### config.mk
export PLATFORM = sky130hd
export DESIGN_NAME = in_service_control
export DESIGN_NICKNAME = d
export VERILOG_FILES = /design/src/rtl/in_service_control.sv
export SDC_FILE = /design/constraint.sdc
export NUM_CORES = 1
export LEC_CHECK = 0
export CORE_UTILIZATION = 55
export CTS_BUF_LIST = sky130_fd_sc_hd__clkbuf_4
export DETAILED_ROUTE_END_ITERATION = 8
export PLACE_DENSITY = 0.86
export SLEW_MARGIN = 5
export SYNTH_ARGS = -nofsm -noshare
export SYNTH_HDL_FRONTEND = slang
export SYNTH_SLANG_ARGS = --single-unit
### constraint.sdc
create_clock -name clock -period 8.3 [get_ports clock]
set_input_delay 0.83 -clock clock [delete_from_list [all_inputs] [get_ports clock]]
set_output_delay 0.83 -clock clock [all_outputs]
set_load 0.01 [all_outputs]
### src/rtl/in_service_control.sv
// 8259A in-service control: INTA acknowledge sequencing, ISR, priority rotation
// and vector generation for the interrupt that won priority resolution.
module in_service_control #(
  parameter int NUM_LINES = 8
) (
  input  logic                 clock,
  input  logic                 reset,
  input  logic [NUM_LINES-1:0] interrupt,
  input  logic                 inta_pulse,
  input  logic                 auto_eoi,
  input  logic                 rotate_on_aeoi,
  input  logic                 eoi_strobe,
  input  logic                 eoi_specific,
  input  logic                 eoi_rotate,
  input  logic [2:0]           eoi_level,
  input  logic [4:0]           vector_base,
  output logic                 int_out,
  output logic [NUM_LINES-1:0] clear_irr,
  output logic [NUM_LINES-1:0] in_service_register,
  output logic [NUM_LINES-1:0] highest_level_in_service,
  output logic [7:0]           data_out,
  output logic                 data_out_valid
);

  typedef enum logic [1:0] {IDLE, PENDING, ACK1} state_t;

  state_t         state_q, state_d;
  logic [7:0]     captured_q, captured_d;
  logic [7:0]     isr_q, isr_d;
  logic [7:0]     hlis_q, hlis_d;
  logic [7:0]     data_q, data_d;
  logic           valid_q, valid_d;
  logic           spurious_q, spurious_d;

  logic [7:0]     set_bit, aeoi_clr, eoi_clr, clr_irr;
  logic [2:0]     rot_lvl, scan_lvl, ns_lvl;
  logic           ns_found;

  // Inputs are one-hot or zero, so OR-ing the indices is an exact encode.
  function automatic logic [2:0] encode(input logic [7:0] v);
    logic [2:0] e;
    e = 3'd0;
    for (int i = 0; i < 8; i++)
      if (v[i]) e = e | 3'(i);
    return e;
  endfunction

  // Non-specific EOI: scan starting one past the lowest-priority level.
  always_comb begin
    rot_lvl  = encode(hlis_q);
    scan_lvl = 3'd0;
    ns_lvl   = 3'd0;
    ns_found = 1'b0;
    for (int i = 1; i <= 8; i++) begin
      scan_lvl = rot_lvl + 3'(i);
      if (!ns_found && isr_q[scan_lvl]) begin
        ns_found = 1'b1;
        ns_lvl   = scan_lvl;
      end
    end
  end

  always_comb begin
    state_d    = state_q;
    captured_d = captured_q;
    spurious_d = spurious_q;
    data_d     = data_q;
    valid_d    = 1'b0;
    hlis_d     = hlis_q;
    set_bit    = 8'h00;
    aeoi_clr   = 8'h00;
    eoi_clr    = 8'h00;
    clr_irr    = 8'h00;

    case (state_q)
      IDLE: begin
        if (interrupt != 8'h00) begin
          captured_d = interrupt;
          state_d    = PENDING;
        end
      end
      PENDING: begin
        if (inta_pulse) begin
          if (interrupt != 8'h00) begin
            captured_d = interrupt;
            set_bit    = interrupt;
            clr_irr    = interrupt;
          end else begin
            spurious_d = 1'b1;
          end
          state_d = ACK1;
        end
      end
      ACK1: begin
        if (inta_pulse) begin
          data_d  = spurious_q ? {vector_base, 3'b111}
                               : {vector_base, encode(captured_q)};
          valid_d = 1'b1;
          if (auto_eoi && !spurious_q) begin
            aeoi_clr = captured_q;
            if (rotate_on_aeoi) hlis_d = captured_q;
          end
          spurious_d = 1'b0;
          state_d    = IDLE;
        end
      end
      default: state_d = IDLE;
    endcase

    // EOI applies in any state; its rotation overrides an AEOI rotation.
    if (eoi_strobe) begin
      if (eoi_specific) begin
        eoi_clr = 8'b1 << eoi_level;
        if (eoi_rotate) hlis_d = 8'b1 << eoi_level;
      end else if (ns_found) begin
        eoi_clr = 8'b1 << ns_lvl;
        if (eoi_rotate) hlis_d = 8'b1 << ns_lvl;
      end
    end

    isr_d = (isr_q & ~eoi_clr & ~aeoi_clr) | set_bit;
  end

  always_ff @(posedge clock) begin
    if (reset) begin
      state_q    <= IDLE;
      captured_q <= 8'h00;
      spurious_q <= 1'b0;
      isr_q      <= 8'h00;
      hlis_q     <= 8'h80;
      data_q     <= 8'h00;
      valid_q    <= 1'b0;
    end else begin
      state_q    <= state_d;
      captured_q <= captured_d;
      spurious_q <= spurious_d;
      isr_q      <= isr_d;
      hlis_q     <= hlis_d;
      data_q     <= data_d;
      valid_q    <= valid_d;
    end
  end

  // Gating with reset makes INT and IRR clears drop without waiting for an edge.
  assign int_out                  = (state_q == PENDING) && !reset;
  assign clear_irr                = reset ? 8'h00 : clr_irr;
  assign in_service_register      = isr_q;
  assign highest_level_in_service = hlis_q;
  assign data_out                 = data_q;
  assign data_out_valid           = valid_q;

endmodule
==> impl_metrics.env <==
export IMPL_outcome="finished clean"
export IMPL_fp_dieH_um=76.6
export IMPL_fp_dieW_um=76.6
export IMPL_period_share_pct=54.7
export IMPL_tns_ps=0
export IMPL_cp_data_required_time_ps=8540
export IMPL_cp_end_kind="flip-flop"
export IMPL_fin_crit_ps=4540
export IMPL_preCtsSetupSlack_ps=3890
export IMPL_synth_area_sq_um=3060
export IMPL_synthFlopType="dfxtp_1"
export IMPL_synth_compound_area_share_pct=27.7
export IMPL_seq_area_sq_um=721
export IMPL_syn_nets=414
export IMPL_synth_enable_flop_cells=0
export IMPL_power_share_clock_pct=20.7
export IMPL_hold_path_class="flip-flop to flip-flop"
export IMPL_vdd_drop_max_mv=0.121
export IMPL_fin_skew_ps=14.1
export IMPL_drc=0
export IMPL_rsz0062_at_grt="no"
export IMPL_post_route_cells_drive_above_1_share_pct=10.4
export IMPL_p_per_area_nw_per_um2=165
export IMPL_p_int_uw=368
export IMPL_yosysTopAreaCellShare_pct=23.5
export IMPL_dp_hpwl_um=7340
export IMPL_finish_utilization_pct=71.6
export IMPL_ant_nets=0
export IMPL_nets=467
export IMPL_post_drt_wl_per_cell_um=19.0
export IMPL_instances_no_fill=512
export IMPL_post_cts_buffers=0
export IMPL_vias=3411
export IMPL_swShare_pct=40.7
export IMPL_synth_top_family_by_area="simple AND/OR/NAND/NOR gates"
export IMPL_startpoint_type="flip-flop"
export IMPL_path_max_fanout=16
export IMPL_clock_latency_ps=350
export IMPL_grt_first_pass_wirelength_um=15600
export IMPL_yosysTopAreaCell="dfxtp_1"
export IMPL_hold_viol=0
export IMPL_yosysMostFrequentCell="nand2_1"
export IMPL_synth_simple_gate_area_share_pct=28.5
export IMPL_yosysWarningCount=0
export IMPL_cts_root_buf="clkbuf_4"
export IMPL_antennaDiodeCount=0
export IMPL_area_growth_pct=22.5
export IMPL_vias_per_cell=6.66
export IMPL_finalWorstSetupSlack_ps=3760
export IMPL_clock_sinks=36
export IMPL_yosysUniqueCellTypes=64
export IMPL_r2r_cells=10
export IMPL_die_area_sq_um=5870
export IMPL_fill_cells=446
export IMPL_multiInputGateArea_sq_um=2240
export IMPL_io_pins=58
export IMPL_post_cts_resize_count=0
export IMPL_fmaxAchievable_mhz=220
export IMPL_syn_inst=388
export IMPL_p_leak_nw=1.39
export IMPL_path_clk_slew_ps=120
export IMPL_drt_iter0_drc=352
export IMPL_critPathKind="flip-flop to flip-flop"
export IMPL_numCtsBuffers=5
export IMPL_max_slew_margin_pct=16.4
export IMPL_synth_xor_area_share_pct=1.96
export IMPL_numPlacedInstances=504
export IMPL_start_util_pct=58.4
export IMPL_synth_common_cells="nand2_1, nor2_1, dfxtp_1"
export IMPL_cts_tree="yes"
export IMPL_synth_fa_ha_area_share_pct=0.818
export IMPL_drt_first_pass_iters=5
export IMPL_finalWirelength_um=9750
export IMPL_sequentialPowerShare_pct=32.8
export IMPL_hold_path_depth=2
export IMPL_gr_usage_all_layers_pct=33.5
export IMPL_comb_power_share_pct=46.5
export IMPL_htreeDepth=2
export IMPL_ys_ff_latch=36
export IMPL_core_rowCount=26
export IMPL_holdBufCountCts=0
export IMPL_grt_max_degree=24
export IMPL_setup_violations_final=0
export IMPL_ys_seq_area_share_pct=23.5
export IMPL_cap_violations=0
export IMPL_synth_area_mux_share_pct=14.3
export IMPL_port_buffers=57
export IMPL_overflow=0
export IMPL_syn_area_per_cell_sq_um=7.89
export IMPL_clk_path_buf_depth=2
export IMPL_core_area_sq_um=5240
export IMPL_worst_pin_slew_ps=1250
export IMPL_gp_congestion=0.993
export IMPL_report_final_slew_viol_count=0
export IMPL_synth_async_reset_ratio_pct=0
export IMPL_netlist_top_cells_area="dfxtp_1, mux2i_1, nand2_1"
export IMPL_arrival_ps=4780
export IMPL_antenna_found_initial=0
export IMPL_switching_power_uw=253
export IMPL_grt_pass1_vias=3115
[layer usage]
metal  part of all wire [%]  track usage (%)
met2                     48             54.6
met5                      0                0
met3                    8.3             6.83
met4                    3.2             15.0
met1                     41             42.5
[power by group through the flow]
| stage | registers (mW) | logic [mW] | clock network, mW |
|---|---|---|---|
| detailed placement | 0.207 | 0.280 | 0 |
| global placement | 0.207 | 0.276 | 0 |
| floorplan | 0.202 | 0.206 | 0 |
| finish | 0.204 | 0.288 | 0.128 |
| CTS | 0.203 | 0.281 | 0.131 |
| global route | 0.205 | 0.308 | 0.137 |
[area by class of cell]
| class | count | area share (%) |
|---|---|---|
| tap | 70 | 2.34 |
| clock buffer | 6 | 1.20 |
| sequential | 36 | 19.2 |
| multi-input combinational | 332 | 59.8 |
| clock inverter | 2 | 0.935 |
| timing repair buffer | 61 | 16.0 |
| inverter | 5 | 0.501 |
[registers in the layout, summed over array words and instances, names as in the netlist]
name	flops
spurious_q	1
state_q	2
data_out_valid	1
captured_q	8
data_out	8
in_service_register	8
highest_level_in_service	8
[final timing paths]
kind	start	end	slack [ps]
setup / recovery	highest_level_in_service[7]	in_service_register[5]	3760
hold / removal	data_out[5]	data_out[5]	470
setup reg to reg	highest_level_in_service[7]	in_service_register[5]	3760
hold reg to reg	data_out[5]	data_out[5]	470
[critical path, stage by stage, from the launching register on]
cell      delay, ps
dfxtp_1         450
or4_1           780
ha_1            330
xnor2_2         380
mux2_2          390
mux2i_1         330
and3_4          270
o311ai_0        110
a21oi_1        1000
nand4_1         170
a21o_1          220
[cell usage in the layout, fill, tap and decap left out, types with 7 or more instances in the layout]
cell type | synthesis | routed
a21oi_1 | 21 | 21
and2_1 | 11 | 11
clkdlybuf4s50_1 | 0 | 57
dfxtp_1 | 36 | 36
mux2_2 | 17 | 17
mux2i_1 | 20 | 20
nand2_1 | 51 | 51
nand3_1 | 9 | 9
nand4_1 | 16 | 16
nor2_1 | 47 | 47
nor4_1 | 7 | 7
o211ai_1 | 8 | 8
o21ai_0 | 13 | 13
o22ai_1 | 10 | 10
[per-stage QoR]
stage               hold WS (ps)  area, sq um  power [mW]
finish                       466         3750       0.620
global route                 499         3750       0.651
CTS                          468         3750       0.615
detailed placement           449         3670       0.487
global placement             441         3670       0.483
floorplan                    479         3060       0.409
[logic make-up (layout without fill, tap and decap cells)]
kind of cell / after synthesis / after routing
simple gates: 171 / 171
compound gates: 114 / 114
mux: 39 / 39
flops: 36 / 36
buf+inv: 20 / 74
xor+xnor: 6 / 6
fa+ha+maj: 2 / 2
Power figures use the tool's default switching activity.
